**src/rtl/multicore_perf_display.sv**
```systemverilog
// Multi-core completion monitor: per-core done/cycle capture, saturating cycle
// counter, and a tear-free multiplexed hex display of a selectable value.

module mpd_core_track #(
  parameter int CNT_W = 16
) (
  input  logic             clk,
  input  logic             reset,
  input  logic             done,
  input  logic [CNT_W-1:0] cnt,
  output logic             seen,
  output logic [CNT_W-1:0] cycles
);
  logic             seen_q, seen_d;
  logic [CNT_W-1:0] cycles_q, cycles_d;

  always_comb begin
    seen_d   = seen_q | done;
    cycles_d = (done && !seen_q) ? cnt : cycles_q;
  end

  always_ff @(posedge clk or negedge reset) begin
    if (!reset) begin
      seen_q   <= 1'b0;
      cycles_q <= '0;
    end else begin
      seen_q   <= seen_d;
      cycles_q <= cycles_d;
    end
  end

  assign seen   = seen_q;
  assign cycles = cycles_q;
endmodule

module multicore_perf_display #(
  parameter int N_CORES       = 4,
  parameter int RESULT_W      = 8,
  parameter int DIGITS        = 4,
  parameter int REFRESH_TICKS = 120000,
  parameter int BLANK_LZ      = 1,
  parameter int SEL_W         = 4
) (
  input  logic                         clk,
  input  logic                         reset,
  input  logic [N_CORES-1:0]           done,
  input  logic [N_CORES*RESULT_W-1:0]  result_flat,
  input  logic [1:0]                   mode,
  input  logic [SEL_W-1:0]             core_sel,
  output logic                         all_done,
  output logic [DIGITS-1:0]            anode,
  output logic [6:0]                   segments
);
  localparam int CNT_W = 4 * DIGITS;
  localparam int SUM_W = RESULT_W + $clog2(N_CORES);
  localparam int TMR_W = $clog2(REFRESH_TICKS);
  localparam int IDX_W = $clog2(DIGITS);

  function automatic logic [6:0] hex7(input logic [3:0] h);
    case (h)
      4'h0: hex7 = 7'b1111110;  4'h1: hex7 = 7'b0110000;
      4'h2: hex7 = 7'b1101101;  4'h3: hex7 = 7'b1111001;
      4'h4: hex7 = 7'b0110011;  4'h5: hex7 = 7'b1011011;
      4'h6: hex7 = 7'b1011111;  4'h7: hex7 = 7'b1110000;
      4'h8: hex7 = 7'b1111111;  4'h9: hex7 = 7'b1111011;
      4'hA: hex7 = 7'b1110111;  4'hB: hex7 = 7'b0011111;
      4'hC: hex7 = 7'b1001110;  4'hD: hex7 = 7'b0111101;
      4'hE: hex7 = 7'b1001111;  default: hex7 = 7'b1000111;
    endcase
  endfunction

  logic [N_CORES-1:0]            seen;
  logic [N_CORES-1:0][CNT_W-1:0] cycles;

  logic [CNT_W-1:0]  cnt_q, cnt_d;
  logic              all_done_q, all_done_d;
  logic [SUM_W-1:0]  sum_q, sum_d;
  logic [CNT_W-1:0]  snap_q, snap_d;
  logic [TMR_W-1:0]  tmr_q, tmr_d;
  logic [IDX_W-1:0]  idx_q, idx_d;
  logic [DIGITS-1:0] anode_q, anode_d;
  logic [6:0]        seg_q, seg_d;

  logic [CNT_W-1:0]  disp;
  logic [IDX_W-1:0]  idx_nxt;
  logic [CNT_W-1:0]  snap_nxt;
  logic [3:0]        nib;
  logic              hi_zero;
  logic              adv;

  for (genvar g = 0; g < N_CORES; g++) begin : g_core
    mpd_core_track #(.CNT_W(CNT_W)) u_trk (
      .clk    (clk),
      .reset  (reset),
      .done   (done[g]),
      .cnt    (cnt_q),
      .seen   (seen[g]),
      .cycles (cycles[g])
    );
  end

  always_comb begin
    // Stop on the edge all_done rises so the frozen value is last-done + 1.
    cnt_d = cnt_q;
    if (!(&seen) && cnt_q != '1) cnt_d = cnt_q + 1'b1;
    all_done_d = &seen;
    sum_d = '0;
    for (int i = 0; i < N_CORES; i++)
      sum_d = sum_d + SUM_W'(result_flat[i*RESULT_W +: RESULT_W]);
  end

  always_comb begin
    disp = '0;
    case (mode)
      2'd0: disp = CNT_W'(sum_q);
      2'd1: disp = cnt_q;
      2'd2: for (int i = 0; i < N_CORES; i++)
              if (32'(core_sel) == i) disp = cycles[i];
      default: disp = CNT_W'(seen);
    endcase
  end

  always_comb begin
    adv      = (tmr_q == TMR_W'(REFRESH_TICKS - 1));
    tmr_d    = adv ? '0 : tmr_q + 1'b1;
    idx_nxt  = (idx_q == IDX_W'(DIGITS - 1)) ? '0 : idx_q + 1'b1;
    snap_nxt = (idx_nxt == '0) ? disp : snap_q;
    nib      = 4'h0;
    hi_zero  = 1'b0;
    for (int k = 0; k < DIGITS; k++)
      if (32'(idx_nxt) == k) begin
        nib     = snap_nxt[4*k +: 4];
        hi_zero = ((snap_nxt >> (4*k)) == '0);
      end
    idx_d   = idx_q;
    snap_d  = snap_q;
    anode_d = anode_q;
    seg_d   = seg_q;
    // Anode and segments are computed from the post-advance index/snapshot
    // so both change on the same edge.
    if (adv) begin
      idx_d   = idx_nxt;
      snap_d  = snap_nxt;
      anode_d = ~(DIGITS'(1) << idx_nxt);
      seg_d   = ((BLANK_LZ != 0) && idx_nxt != '0 && hi_zero) ? 7'b0 : hex7(nib);
    end
  end

  always_ff @(posedge clk or negedge reset) begin
    if (!reset) begin
      cnt_q      <= '0;
      all_done_q <= 1'b0;
      sum_q      <= '0;
      snap_q     <= '0;
      tmr_q      <= '0;
      idx_q      <= IDX_W'(DIGITS - 1);
      anode_q    <= '1;
      seg_q      <= '0;
    end else begin
      cnt_q      <= cnt_d;
      all_done_q <= all_done_d;
      sum_q      <= sum_d;
      snap_q     <= snap_d;
      tmr_q      <= tmr_d;
      idx_q      <= idx_d;
      anode_q    <= anode_d;
      seg_q      <= seg_d;
    end
  end

  assign all_done = all_done_q;
  assign anode    = anode_q;
  assign segments = seg_q;
endmodule

```
**config.mk**
```make
export PLATFORM = sky130hd
export DESIGN_NAME = multicore_perf_display
export DESIGN_NICKNAME = d
export VERILOG_FILES = /design/src/rtl/multicore_perf_display.sv
export SDC_FILE = /design/constraint.sdc
export NUM_CORES = 1
export LEC_CHECK = 0
export ABC_AREA = 1
export CAP_MARGIN = 20
export CORE_ASPECT_RATIO = 1.75
export CORE_MARGIN = 5
export CORE_UTILIZATION = 30
export CTS_BUF_LIST = sky130_fd_sc_hd__clkbuf_4 sky130_fd_sc_hd__clkbuf_8 sky130_fd_sc_hd__clkbuf_16
export DETAILED_ROUTE_END_ITERATION = 10
export SLEW_MARGIN = 20
export SYNTH_ARGS = -nofsm -noshare
export SYNTH_HDL_FRONTEND = slang
export SYNTH_SLANG_ARGS = --single-unit
```
**constraint.sdc**
```tcl
create_clock -name clk -period 5.05 [get_ports clk]
set_input_delay 1.01 -clock clk [delete_from_list [all_inputs] [get_ports clk]]
set_output_delay 1.01 -clock clk [all_outputs]
set_load 0.005 [all_outputs]
```
==> impl_metrics.ini, run 1 <==
[outcome]
status = completed

[yosys]
netlist_instances = 929
synth-adder-area-share_pct = 7.74
syn-cell-area_sq_um = 7540
synth_top_cell_by_area = dfrtp_1
yosys.cell_types.count = 42
average_instance_area_after_synthesis_sq_um = 8.11
flip_flop_cell_with_the_highest_count_after_synthesis = dfrtp_1
synth_sequential_area_ratio_pct = 45.6
synth_xor_xnor_area_share_pct = 2.67
post_synth_and_or_nand_nor_area_fraction_pct = 26.5
synth_compound_gate_area_share_pct = 10.4
postSynthNetCount = 1010
async_flop_share_pct = 100
dominant_combinational_cell_family_by_area_after_synthesis = simple AND/OR/NAND/NOR gates
ys_warn_count = 0
synth-edff-count = 0
synthDominantCellAreaShare_pct = 43.5
synth.area.mux_share_pct = 0
synth-seq-cells = 137
post_synth_main_area_contributors = dfrtp_1 (43%), nand2_1 (12%), o21ai_0 (6.3%)

[timing]
timing_worst_slew_pin_value_ns = 1.04
final_max_slew_viol_count = 0
max_freq_ghz = 0.280
fin_worst_hold_slack_ns = 0.455
grt_setup_unrepaired = no
final_setup_violation_count = 0
timing.final.crit_share_pct = 70.7
setup_total_negative_slack_ns = 0
timing.slew.headroom_pct = 30.2
timing.clock.skew_ns = 0.0107
postLayoutSetupSlackWorst_ns = 1.48
post-route-min-period_ns = 3.57
timing_hold_violations_final = 0

[setup_path]
cpLargestDelayFamily = adder cells
cp.required_ns = 5.40
timing.critical_path.from_type = input pin
worst_path_most_repeated_cell = fa_1
critPathCaptureType = flip-flop
worstPathArrival_ns = 3.93
critical-path-slowest-cell = fa_1
timing.critical_path.fanout_max = 2
critical_path.max_stage_delay_ns = 0.53
critical_path.n_buffers_inverters = 2
critical_path.cell_chain = clkdlybuf4s50_1 > fa_1 > fa_1 > ha_1 > inv_1 > fa_1 > o21ai_0 > a21oi_1 > nor2_1 > nor2_1 > o21ai_0 > a21o_1
criticalPathCategory = in -> reg

[power]
comb_power_share_pct = 11.5
cellLeakagePower_nw = 4.12
total_switching_power_mw = 0.700
pwr-share-seq_pct = 43.3
power_density_nw_per_um2 = 302
clockPowerShare_pct = 45.2
power.internal_mw = 2.02
worst_ir_drop_vdd_v = 0.000219
power.share.switching_pct = 25.8

[floorplanning]
floorplan.io_pins = 56
initial_core_util_pct = 30.5
fp.dieH_microns = 220
die_w_microns = 130
placement_rows = 76
design.die.area_sq_um = 28500
fp.coreArea_sq_um = 24700

[drt]
met3_length_microns = 550
detail_route.wirelength_microns = 19300
drt_first_iter_violations = 387
route.detailed.wl_per_inst_microns = 14.8
drt_pre_antenna_iters = 5
wl_met2_microns = 10900
drt-met1-wl_microns = 6990
route.detailed.vias_per_inst = 4.75
dr_total_vias = 6200
route.top_layer_used = met4
route.detailed.drc = 0
antenna_violating_nets_post_route = 0

[clocking]
ctsResizeCount = 0
cts-root-buf = clkbuf_16
worstSkewPairLatency_ns = 0.42
cts-buffers-inserted = 17
htree_levels = 4
post_cts_buffers = 0
cts-root-to-sink-buffers = 2
cts_hold_buffers = 0
clk_transition_reported_paths_ns = 0.06
cts.sinks = 137
cts_tree = yes

[layout]
nFillCells = 2536
most_frequent_standard_cell_in_the_layout_excluding_fill_and_tap_cells = nand2_1
layout.cells.most_common_list = nand2_1 (238), dfrtp_1 (131), o21ai_0 (95)
final_core_utilization_pct = 36.3
final_net_count = 1061
fraction_of_final_layout_cells_sized_beyond_drive_strength_1_pct = 9.47
antenna_cells = 0
instances_no_fill = 1305
layout-area-overhead-vs-synth_pct = 19.2

[flow_run]
maxCapViolations = 0

[worst_hold_path]
hold_path.class = reg -> reg

[place]
place.port_buffers = 55
placement.setup.worst_slack_ns = 1.07
placed_cells = 1272
globalplace.congestion = 0.854
place_hpwl_microns = 14300

[global_routing]
grt_util_all_layers_pct = 14.1
overflow_left_after_global_routing = 0
grt_antenna_before_repair = 0
grt_pass1_vias = 6303
grt_pass1_wl_microns = 31500
grt_max_degree = 109
## final timing paths
kind / slack, ns / start / end / cells past startpoint
worst max-delay path: 1.48 / result_flat[1] / sum_q[9]$_DFF_PN0_ / 12
worst min-delay path: 0.46 / tmr_q[0]$_DFF_PN0_ / tmr_q[0]$_DFF_PN0_ / 1
worst max register to register: 1.82 / idx_q[0]$_DFFE_PN1N_ / segments[3]$_DFFE_PN0N_ / 15
worst min register to register: 0.46 / tmr_q[0]$_DFF_PN0_ / tmr_q[0]$_DFF_PN0_ / 1
max in group asynchronous: 3.45 / reset / segments[5]$_DFFE_PN0N_ / 2
min in group asynchronous: 0.68 / reset / g_core[3].u_trk.cycles[8]$_DFFE_PN0P_ / 1
## cells by family after synthesis
logic type	after synthesis
simple gates	452
compound gates	145
flops	137
buf+inv	135
fa+ha+maj	37
xor+xnor	23
## power groups by stage
| stage | combinational [mW] | clock, mW | sequential (mW) |
|---|---|---|---|
| 3_5_place_dp | 0.319 | 0 | 1.20 |
| 6_report | 0.313 | 1.23 | 1.18 |
| 3_3_place_gp | 0.315 | 0 | 1.20 |
| 2_1_floorplan | 0.194 | 0 | 1.18 |
| 5_1_grt | 0.359 | 1.30 | 1.18 |
| 4_1_cts | 0.321 | 1.26 | 1.18 |
## per-stage QoR
step,power [mW],cell area [sq um]
floorplan,1.38,7540
CTS,2.76,8960
global route,2.84,8980
global placement,1.51,8380
detailed placement,1.52,8380
finish,2.72,8980
## layout make-up
cell class | count | area (sq um) | area share (%)
inverter | 106 | 398 | 4.43
timing repair buffer | 61 | 607 | 6.75
clock buffer | 18 | 439 | 4.89
clock inverter | 14 | 149 | 1.66
multi-input combinational | 657 | 3570 | 39.7
sequential | 137 | 3440 | 38.2
tap | 312 | 390 | 4.34
## flip-flops by register name, summed over array words and instances, names as in the netlist
register	count
segments	7
all_done	1
tmr_q	17
sum_q	10
idx_q	2
anode	4
cnt_q	16
g_core.u_trk.seen	4
g_core.u_trk.cycles	64
snap_q	12
## routing by layer
metal / global-route usage [%] / vias up
met1: 14.6 / 2938
li1: - / 3088
met3: 2.21 / 50
met4: 7.35 / 0
met2: 26.6 / 124
met5: 0 / -
## cells in the mapped netlist (2+ instances only)
master,n
dfstp_2,6
nand3b_1,5
nand4_1,5
nor2_1,65
dfrtp_1,131
nor3_2,2
nor2_4,3
nor2_2,6
nand2_4,2
buf_6,2
nor3_1,16
fa_1,16
a21oi_1,26
o21ai_1,8
o21ai_0,95
buf_2,4
inv_1,94
nor4_1,5
o21ai_2,2
xor2_1,22
inv_2,11
nand2_1,239
clkbuf_1,15
nand2_2,9
o211ai_1,3
a21oi_2,2
or2_2,6
buf_1,5
buf_4,3
o22ai_1,4
ha_1,21
nand3_1,86
## worst register-to-register path: cells and delay by family (launching register included)
| kind | cells | cell delay, ns |
|---|---|---|
| AOI/OAI and AO/OA | 1 | 0.23 |
| and+or+nand+nor | 9 | 0.75 |
| DFF | 1 | 0.56 |
| buffers and inverters | 3 | 0.66 |
| adders and majority gates | 2 | 0.91 |
Note: power is estimated with default switching activity, not from simulation.
==> inputs of run 2 (changes only) <==
==> constraint.sdc (replaced) <==
create_clock -name clk -period 3.45 [get_ports clk]
set_input_delay 0.69 -clock clk [delete_from_list [all_inputs] [get_ports clk]]
set_output_delay 0.69 -clock clk [all_outputs]
set_load 0.005 [all_outputs]
==> run 2 against run 1 <==
Against the previous run: via count increased by 1.1%; first-iteration DRC count decreased by 12%; routed wire length increased by 1.9%; critical endpoint unchanged.
==> impl_metrics.ini, run 2 (synthesized netlist as in run 1, its figures left out) <==
[setup_path]
criticalPathCategory = in -> reg
worst_path_most_repeated_cell = fa_1
cpLargestDelayFamily = adder cells
critPathCaptureType = flip-flop
cp.required_ns = 3.82
critical_path.n_buffers_inverters = 2
worstPathArrival_ns = 3.56
critical_path.cell_chain = clkdlybuf4s50_1 > fa_1 > fa_1 > ha_1 > inv_1 > fa_1 > o21ai_0 > a21oi_1 > nor2_1 > nor2_1 > o21ai_0 > a21o_1
timing.critical_path.fanout_max = 2
timing.critical_path.from_type = input pin
critical-path-slowest-cell = fa_1
critical_path.max_stage_delay_ns = 0.53

[clocking]
worstSkewPairLatency_ns = 0.43
htree_levels = 4
clk_transition_reported_paths_ns = 0.06
cts.sinks = 137
cts-buffers-inserted = 17
cts_hold_buffers = 0
cts_tree = yes
cts-root-to-sink-buffers = 2
ctsResizeCount = 0
cts-root-buf = clkbuf_16
post_cts_buffers = 0

[timing]
timing_hold_violations_final = 0
max_freq_ghz = 0.314
post-route-min-period_ns = 3.19
timing_worst_slew_pin_value_ns = 1.01
timing.slew.headroom_pct = 32.5
timing.final.crit_share_pct = 92.3
setup_total_negative_slack_ns = 0
fin_worst_hold_slack_ns = 0.286
final_setup_violation_count = 0
grt_setup_unrepaired = no
timing.clock.skew_ns = 0.00765
final_max_slew_viol_count = 0

[floorplanning]
floorplan.io_pins = 56
fp.dieH_microns = 220
design.die.area_sq_um = 28500
die_w_microns = 130
fp.coreArea_sq_um = 24700
placement_rows = 76
initial_core_util_pct = 30.5

[worst_hold_path]
hold_path.class = in -> async

[drt]
drt_first_iter_violations = 341
drt_pre_antenna_iters = 5
route.detailed.wl_per_inst_microns = 14.7
antenna_violating_nets_post_route = 0
detail_route.wirelength_microns = 19700
route.detailed.drc = 0
route.detailed.vias_per_inst = 4.69
dr_total_vias = 6269

[place]
place_hpwl_microns = 14500
placed_cells = 1306
post_dp_cell_area_sq_um = 8670
place.port_buffers = 55
globalplace.congestion = 0.832

[power]
power.total_mw = 4.04
total_switching_power_mw = 1.01
comb_power_share_pct = 12.7
worst_ir_drop_vdd_v = 0.000336
power.share.switching_pct = 24.9
clockPowerShare_pct = 44.8
power.internal_mw = 3.03
power_density_nw_per_um2 = 437
cellLeakagePower_nw = 4.31
pwr-share-seq_pct = 42.6

[layout]
fraction_of_final_layout_cells_sized_beyond_drive_strength_1_pct = 12.3
layout.cells.most_common_list = nand2_1 (238), dfrtp_1 (131), o21ai_0 (95)
most_frequent_standard_cell_in_the_layout_excluding_fill_and_tap_cells = nand2_1
final_net_count = 1094
largest_register_ff_count = 64
final_cell_area_sq_um = 9250
instances_no_fill = 1337
layout-area-overhead-vs-synth_pct = 22.7
antenna_cells = 0

[flow_run]
maxCapViolations = 0

[global_routing]
grt_pass1_vias = 6294
overflow_left_after_global_routing = 0
grt_max_degree = 78
grt_antenna_before_repair = 0
grt_util_all_layers_pct = 14.4
grt_pass1_wl_microns = 31900

[outcome]
status = completed
[run 2: cell count changes in the layout (fill, tap and decap cells not counted)]
cell,delta
buf_6,+1
buf_4,+31
clkinv_4,-1
clkinvlp_4,-6
clkbuf_8,+1
clkbuf_4,+2
buf_12,+3
inv_6,-2
clkinv_2,+4
buf_8,-1
[run 2: final timing paths]
check                                     start  depth (start not counted)  slack (ns)                                      to
setup / recovery                 result_flat[1]                         12        0.26                      sum_q[9]$_DFF_PN0_
hold / removal                            reset                          1        0.29  g_core[0].u_trk.cycles[10]$_DFFE_PN0P_
setup reg to reg           idx_q[0]$_DFFE_PN1N_                         15        0.93                 segments[3]$_DFFE_PN0N_
hold reg to reg              tmr_q[0]$_DFF_PN0_                          1        0.46                      tmr_q[0]$_DFF_PN0_
max in group asynchronous                 reset                          2        2.30                    anode[0]$_DFFE_PN1N_
min in group clk             tmr_q[0]$_DFF_PN0_                          1        0.46                      tmr_q[0]$_DFF_PN0_
[run 2: cell type report]
cell class	count	area, sq um
sequential	137	3440
inverter	106	398
clock inverter	9	97.6
clock buffer	22	482
fill	2529	15500
tap	312	390
timing repair buffer	94	882
multi-input combinational	657	3570
[run 2: worst reg2reg max path, cell delays in order, from the launching register on]
cell and delay (ns):
dfstp_2 0.57, ha_1 0.18, inv_1 0.26, a21oi_1 0.21, nand2_1 0.08, nand2_1 0.07, nand3_1 0.11, nand3_1 0.08
nand2_1 0.12, inv_1 0.13, ha_1 0.21, nand3_1 0.15, nand2_1 0.10, nand2_1 0.05, nand3_1 0.06, nand2_1 0.05
[run 2: per-layer routing]
| layer | up-vias | wire length, microns | GRT usage (%) |
|---|---|---|---|
| met2 | 80 | 11100 | 27.3 |
| met4 | 0 | 567 | 6.24 |
| met5 | - | 0 | 0 |
| met3 | 39 | 504 | 2.57 |
| met1 | 2998 | 7500 | 15.2 |
| li1 | 3152 | - | - |
[run 2: power groups by stage]
| stage | Sequential [mW] | Combinational [mW] | Clock (mW) |
|---|---|---|---|
| global placement | 1.75 | 0.515 | 0 |
| finish | 1.72 | 0.511 | 1.81 |
| global route | 1.73 | 0.586 | 1.91 |
| detailed placement | 1.75 | 0.521 | 0 |
| CTS | 1.72 | 0.524 | 1.84 |
| floorplan | 1.73 | 0.284 | 0 |
[run 2: through the flow]
step / util (%) / worst slack [ns]
after floorplan: - / 0.382
after global placement: 35.1 / -0.160
after detailed placement: 35.1 / -0.205
after CTS: 37.4 / 0.232
after global routing: 37.4 / 0.0266
final: 37.4 / 0.264
